`src/rtl/piso_serial_tx_if.sv`:
```
// Word-load handshake between a producer and the serial transmitter.
// The producer drives data_in/load_valid; the transmitter answers with load_ready.
interface piso_serial_tx_if #(
    parameter int WIDTH = 4
);
    logic [WIDTH-1:0] data_in;
    logic             load_valid;
    logic             load_ready;

    modport master (
        output data_in,
        output load_valid,
        input  load_ready
    );

    modport slave (
        input  data_in,
        input  load_valid,
        output load_ready
    );
endinterface

```
`src/rtl/piso_serial_tx.sv`:
```
// Parallel-in/serial-out transmitter: LSB-first on so, one se pulse per bit.
// A one-word hold buffer lets the next word follow the last bit with no gap.
module piso_serial_tx #(
    parameter int WIDTH = 4,
    parameter int DIV   = 1
) (
    input  logic                  clk,
    input  logic                  rstn,
    input  logic                  flush,
    piso_serial_tx_if.slave       bus,
    output logic                  so,
    output logic                  se,
    output logic                  word_done,
    output logic                  busy
);
    localparam int BW = (WIDTH > 1) ? $clog2(WIDTH) : 1;
    localparam int DW = (DIV > 1) ? $clog2(DIV) : 1;

    localparam logic [0:0] IDLE  = 1'b0;
    localparam logic [0:0] SHIFT = 1'b1;

    logic [0:0]       state;
    logic [WIDTH-1:0] hold_reg;
    logic             hold_full;
    logic [WIDTH-1:0] shreg;
    logic [BW-1:0]    bit_cnt;
    logic [DW-1:0]    div_cnt;

    logic se_int;
    logic last;
    logic take;
    logic accept;

    // Bit strobe and last-bit decode come from registers only.
    always_comb begin
        se_int = (state == SHIFT) && (div_cnt == DW'(DIV - 1));
        last   = se_int && (bit_cnt == BW'(WIDTH - 1));
        take   = hold_full && ((state == IDLE) || last);
        accept = bus.load_valid && bus.load_ready;
    end

    assign bus.load_ready = !hold_full && !flush;
    assign so             = (state == SHIFT) ? shreg[0] : 1'b0;
    assign se             = se_int && !flush;
    assign word_done      = last && !flush;
    assign busy           = (state == SHIFT);

    // Hold buffer: filled by an accept, emptied when the shifter takes it.
    always_ff @(posedge clk or negedge rstn) begin
        if (!rstn) begin
            hold_reg  <= '0;
            hold_full <= 1'b0;
        end else if (flush) begin
            hold_full <= 1'b0;
        end else if (take) begin
            hold_full <= 1'b0;
        end else if (accept) begin
            hold_reg  <= bus.data_in;
            hold_full <= 1'b1;
        end
    end

    // Shifter and bit/divider counters; reload from hold on the last bit.
    always_ff @(posedge clk or negedge rstn) begin
        if (!rstn) begin
            state   <= IDLE;
            shreg   <= '0;
            bit_cnt <= '0;
            div_cnt <= '0;
        end else if (flush) begin
            state   <= IDLE;
            shreg   <= '0;
            bit_cnt <= '0;
            div_cnt <= '0;
        end else begin
            unique case (state)
                IDLE: begin
                    if (hold_full) begin
                        state   <= SHIFT;
                        shreg   <= hold_reg;
                        bit_cnt <= '0;
                        div_cnt <= '0;
                    end
                end
                SHIFT: begin
                    if (se_int) begin
                        div_cnt <= '0;
                        if (last) begin
                            bit_cnt <= '0;
                            if (hold_full) begin
                                shreg <= hold_reg;
                            end else begin
                                shreg <= '0;
                                state <= IDLE;
                            end
                        end else begin
                            shreg   <= shreg >> 1;
                            bit_cnt <= bit_cnt + 1'b1;
                        end
                    end else begin
                        div_cnt <= div_cnt + 1'b1;
                    end
                end
                default: state <= IDLE;
            endcase
        end
    end
endmodule

```
`src/flat_wrapper.sv`:
```
// flat-port wrapper written by rule: the top's interface ports become plain ports
module piso_serial_tx_flat 
#(
    parameter int WIDTH = 4,
    parameter int DIV   = 1
)
  (clk, rstn, flush, so, se, word_done, busy, bus_data_in, bus_load_valid, bus_load_ready);
  piso_serial_tx_if #(.WIDTH(WIDTH)) bus_i ();
  input  logic clk;
  input  logic rstn;
  input  logic flush;
  output logic so;
  output logic se;
  output logic word_done;
  output logic busy;
  input wire logic [$bits(bus_i.data_in)-1:0] bus_data_in;
  input wire logic [$bits(bus_i.load_valid)-1:0] bus_load_valid;
  output wire logic [$bits(bus_i.load_ready)-1:0] bus_load_ready;
  assign bus_i.data_in = bus_data_in;
  assign bus_i.load_valid = bus_load_valid;
  assign bus_load_ready = bus_i.load_ready;
  piso_serial_tx #(.WIDTH(WIDTH), .DIV(DIV)) u_core (.clk(clk), .rstn(rstn), .flush(flush), .bus(bus_i), .so(so), .se(se), .word_done(word_done), .busy(busy));
endmodule
```
`config.mk`:
```
export PLATFORM = sky130hd
export DESIGN_NAME = piso_serial_tx_flat
export DESIGN_NICKNAME = d
export VERILOG_FILES = /design/src/rtl/piso_serial_tx_if.sv /design/src/rtl/piso_serial_tx.sv /design/src/flat_wrapper.sv
export SDC_FILE = /design/constraint.sdc
export NUM_CORES = 1
export LEC_CHECK = 0
export BUFFER_PORTS_ARGS = -buffer_cell sky130_fd_sc_hd__buf_2
export CAP_MARGIN = 0
export CORE_MARGIN = 1
export CORE_UTILIZATION = 50
export DETAILED_ROUTE_END_ITERATION = 8
export PLACE_DENSITY = 0.82
export SKIP_LAST_GASP = 1
export SYNTH_ARGS = -nofsm -noshare
export SYNTH_HDL_FRONTEND = slang
export SYNTH_SLANG_ARGS = --single-unit
export TNS_END_PERCENT = 50
```
`constraint.sdc`:
```
create_clock -name clk -period 1.93 [get_ports clk]
set_clock_uncertainty 0.2 [all_clocks]
set_input_delay 0.579 -clock clk [delete_from_list [all_inputs] [get_ports clk]]
set_output_delay 0.579 -clock clk [all_outputs]
set_load 0.005 [all_outputs]
```
==> results of run 1 <==
what timing repair did:
action                                 4_1_cts  5_1_grt
resized for setup                            4        2
hold buffers                                 1        0
pin swaps                                    2        2
buffers inserted                             2        1
setup endpoints to repair                    2        2
endpoints found under the hold margin       13        0
logic make-up after synthesis:
group           synth area share, %
simple gates                   14.7
flops                          49.6
mux                            12.0
buf+inv                        4.96
xor+xnor                       1.34
fa+ha+maj                      1.91
compound gates                 15.5
per-stage QoR:
stage / instance area, um2 / setup TNS, ps / util (%) / instances
2_1_floorplan: 656 / 0 / - / 60
3_3_place_gp: 757 / 0 / 65.5 / 89
3_5_place_dp: 757 / 0 / 65.5 / 89
4_1_cts: 817 / -6.66 / 70.7 / 96
5_1_grt: 832 / 0 / 72.0 / 97
6_report: 832 / 0 / 72.0 / 97
metal layers:
layer / vias to the layer above / wire length, um / track usage [%] / part of all wire, %
li1: 266 / - / - / -
met1: 252 / 572 / 29.0 / 46
met2: 15 / 567 / 31.4 / 46
met3: 3 / 67 / 5.23 / 5.4
met4: 0 / 25 / 13.4 / 2.0
met5: - / 0 / 0 / 0
worst paths after layout:
kind / start / endpoint / slack, ps / cells after the start
worst max-delay path: u_core.busy / word_done / 60 / 3
worst min-delay path: u_core.hold_reg[3] / u_core.shreg[3] / 300 / 1
worst max register to register: u_core.bit_cnt[1] / u_core.shreg[0] / 160 / 7
worst min register to register: u_core.hold_reg[3] / u_core.shreg[3] / 300 / 1
max in group asynchronous: rstn / u_core.busy / 770 / 2
min in group asynchronous: rstn / u_core.shreg[2] / 510 / 2
critical path, cell delays in order, from the launching register on:
cell	delay (ps)
dfrtp_2	460
nand2b_4	100
nor3_2	140
buf_2	120
layout make-up:
type                       instances  area share (%)
clock buffer                       4            3.16
inverter                           3            1.35
multi-input combinational         41            37.6
sequential                        13            39.2
tap                               14            2.11
timing repair buffer              22            16.5
layout by cell type (no fill, tap or decap), drive strengths merged, types with 2 or more instances in the layout:
master	n
buf	21
dfrtp	13
nor2	7
mux2	7
a21oi	5
clkbuf	4
inv	3
nor4b	2
nand3	2
o221ai	2
a22oi	2
and2	2
nand2b	2
report_power, final:
part	internal, mW	switching (mW)	total, mW
combinational	0.0563	0.0433	0.0996
clock	0.0802	0.0862	0.166
sequential	0.300	0.0242	0.325
==> results.toml, run 1 <==
[synth]
syn_avg_cell_area_um2 = 10.9
synth_top_area_share_pct = 49.6
synth_edf_count = 0
yosys-top-cells-count = "dfrtp_1, mux2_2, nor2_1"
syn_inst = 60
syn_area_um2 = 656
synth_most_common_cell = "dfrtp_1"
ys_ff_latch = 13
syn_nets = 69
synth_cell_types = 25
ys.flop_type = "dfrtp_1"
synth_top_cell_by_area = "dfrtp_1"
ys_async_sr_fraction_pct = 100
netlist_top_cells_area = "dfrtp_1, mux2_2, nor2_1"
ys_warn_count = 0
ys_seq_area_share_pct = 49.6

[grt]
grt_pass1_wl_um = 2060
antenna_found_initial = 0
grt_pass1_vias = 476
grt-ovfl-total = 0
grt_start_max_net_pins = 14
grt_usage_pct = 21.7

[timing]
fin_ws_ps = 58.3
min_period_over_period_pct = 97.0
fin_crit_ps = 1870
slew_viol_final = 0
slew_headroom_pct = 78.1
rsz0062_at_grt = "false"
fmax_mhz = 534
finalHoldViolCount = 0
setup_viol = 0
timing.hold.ws_ps = 301
tightest_slew_ps = 324

[flow_run]
drv_cap = 0

[floorplanning]
dieArea_um2 = 1460
die_w_um = 38.2
rows = 12
ios = 13
start_util_pct = 56.7
core_um2 = 1160
dieHeight_um = 38.2

[setup_path]
end_kind = "output port"
worst-setup-path-type = "reg -> out"
critical_path_required_ps = 1150
critical_path_arrival_ps = 1090
start_kind = "flop"
crit_fanout = 8

[detailed_routing]
first_pass_iters = 4
routed_wirelength_um = 1230
drt_iter0_markers = 10
vias_per_cell = 5.53
postRouteAntennaNets = 0
wire_per_inst_um = 12.7
vias = 536
drcViolationCount = 0

[power]
power_mw = 0.591
peakVddDrop_uv = 545
p_per_area_nw_per_um2 = 710
p_leak_nw = 0.395

[cts]
clk_latency_ps = 270
clock_sinks = 13
clockRootBuffer = "clkbuf_4"
h-tree-depth = 1
cts_buffers = 3
cts_tree = "built"
cts_buffer_depth = 2
clk_pin_slew_worst_paths_ps = 70

[cells_and_area]
nets = 93
seq_area_um2 = 327
multiInputGateArea_um2 = 313
area_growth_syn_to_layout_pct = 26.9
diodes = 0
num-fill-cells = 91
layout-drive-gt1-share_pct = 47.0

[placement]
io_buffers = 12
dp.final_hpwl_um = 961
dpl_worst_slack_ps = 128
place.gp.congestion = 0.757

[min_path]
hold_path.class = "reg -> reg"

[run_status]
status = "finished, final reports clean"
Power figures use the tool's default switching activity.
==> inputs of run 2 (changes only) <==
- CORE_MARGIN: 1 -> unset
- PLACE_DENSITY: 0.82 -> 0.7
==> results.toml, run 2 (synthesis gave the netlist of run 1 again) <==
[timing]
fmax_mhz = 515
finalHoldViolCount = 0
fin_crit_ps = 1940
min_period_over_period_pct = 101
tightest_slew_ps = 298
slew_headroom_pct = 79.8
timing.hold.ws_ps = 295
setup_viol = 1
rsz0062_at_grt = "true"
slew_viol_final = 0
fin_ws_ps = -10.1

[power]
p_clk_share_pct = 27.9
p_leak_nw = 0.409
p_switching_mw = 0.152
p_sw_share_pct = 25.8
internal_power_mw = 0.439
p_comb_share_pct = 18.3
seqPwrFrac_pct = 53.8
power_mw = 0.591
peakVddDrop_uv = 434
p_per_area_nw_per_um2 = 699

[min_path]
hold_path.class = "reg -> reg"

[cells_and_area]
diodes = 0
final_common_cell = "dfrtp_1"
nets = 96
area_growth_syn_to_layout_pct = 29.0
final_cell_mix = "dfrtp_1, buf_2, buf_4, nor2_1, mux2_2"
layout-drive-gt1-share_pct = 46.5
design_area_um2 = 846
layoutNonFillerInstCount = 100

[grt]
grt_usage_pct = 22.9
grt_pass1_vias = 513
grt-ovfl-total = 0
grt_pass1_wl_um = 2220
antenna_found_initial = 0
grt_start_max_net_pins = 14

[floorplanning]
dieHeight_um = 38.2
start_util_pct = 56.7
ios = 13
die_w_um = 38.2
core_um2 = 1160
dieArea_um2 = 1460
rows = 12

[setup_path]
crit_fanout = 2
critical_path_arrival_ps = 1160
critical_path_required_ps = 1150
end_kind = "output port"
start_kind = "flop"
worst-setup-path-type = "reg -> out"

[detailed_routing]
first_pass_iters = 4
postRouteAntennaNets = 0
drt_iter0_markers = 9
vias = 552
wire_per_inst_um = 14.0
routed_wirelength_um = 1400
vias_per_cell = 5.52
drcViolationCount = 0

[cts]
h-tree-depth = 1
clock_sinks = 13
clk_latency_ps = 270
clockRootBuffer = "clkbuf_4"
cts_tree = "built"
cts_buffer_depth = 2
cts_buffers = 3
clk_pin_slew_worst_paths_ps = 80

[placement]
io_buffers = 12
place.gp.congestion = 0.809
dpl_worst_slack_ps = 109
dp.final_hpwl_um = 973
place_area_um2 = 757
dp_cells = 89

[flow_run]
drv_cap = 0

[run_status]
status = "complete, but fails checks"
violations = "setup timing"
==> run 2: path summary, 6_finish.rpt <==
path / start / endpoint / slack [ps] / cells after the start
setup / recovery: u_core.bit_cnt[0] / word_done / -10 / 4
hold / removal: u_core.hold_reg[3] / u_core.shreg[3] / 290 / 1
setup reg to reg: u_core.bit_cnt[0] / u_core.shreg[0] / 250 / 6
hold reg to reg: u_core.hold_reg[3] / u_core.shreg[3] / 290 / 1
max in group asynchronous: rstn / u_core.hold_reg[3] / 800 / 2
min in group asynchronous: rstn / u_core.hold_full / 510 / 2
==> run 2: metrics by stage <==
step | utilization, % | TNS, ps
6_report | 73.2 | -10.1
5_1_grt | 73.2 | -84.2
4_1_cts | 71.9 | -6.23
3_5_place_dp | 65.5 | 0
3_3_place_gp | 65.5 | 0
2_1_floorplan | - | 0
==> run 2: metal layers <==
layer | GRT usage [%] | part of all wire [%]
met2 | 37.7 | 47
met5 | 0 | 0
met1 | 27.9 | 47
met3 | 5.23 | 5.5
met4 | 10.7 | 0.71
==> run 2: cell type report <==
type	count	area, um2
multi-input cells	41	305
fillers	79	310
clock buffers	4	26.3
repair buffers	25	160
well taps	14	17.5
inverters	3	11.3
flip-flops and latches	13	325
==> run 2: worst max-delay path, cell delays in order, from the launching register on <==
cell     delay [ps]
dfrtp_1         360
ha_2            190
inv_2            40
nor3_2          160
buf_2           140
==> run 2: power groups by stage <==
stage / clock, mW / sequential [mW] / combinational, mW
2_1_floorplan: 0 / 0.319 / 0.0676
3_3_place_gp: 0 / 0.324 / 0.0972
3_5_place_dp: 0 / 0.324 / 0.101
4_1_cts: 0.168 / 0.318 / 0.107
5_1_grt: 0.184 / 0.321 / 0.120
6_report: 0.165 / 0.318 / 0.108
==> run 2: what timing repair did <==
action                                  4_1_cts  5_1_grt
pin swaps                                     2        1
hold buffers                                  1        0
buffers inserted                              4        2
hold endpoints to repair                     13        0
endpoints found under the setup margin        1        1
resized for setup                             3        0
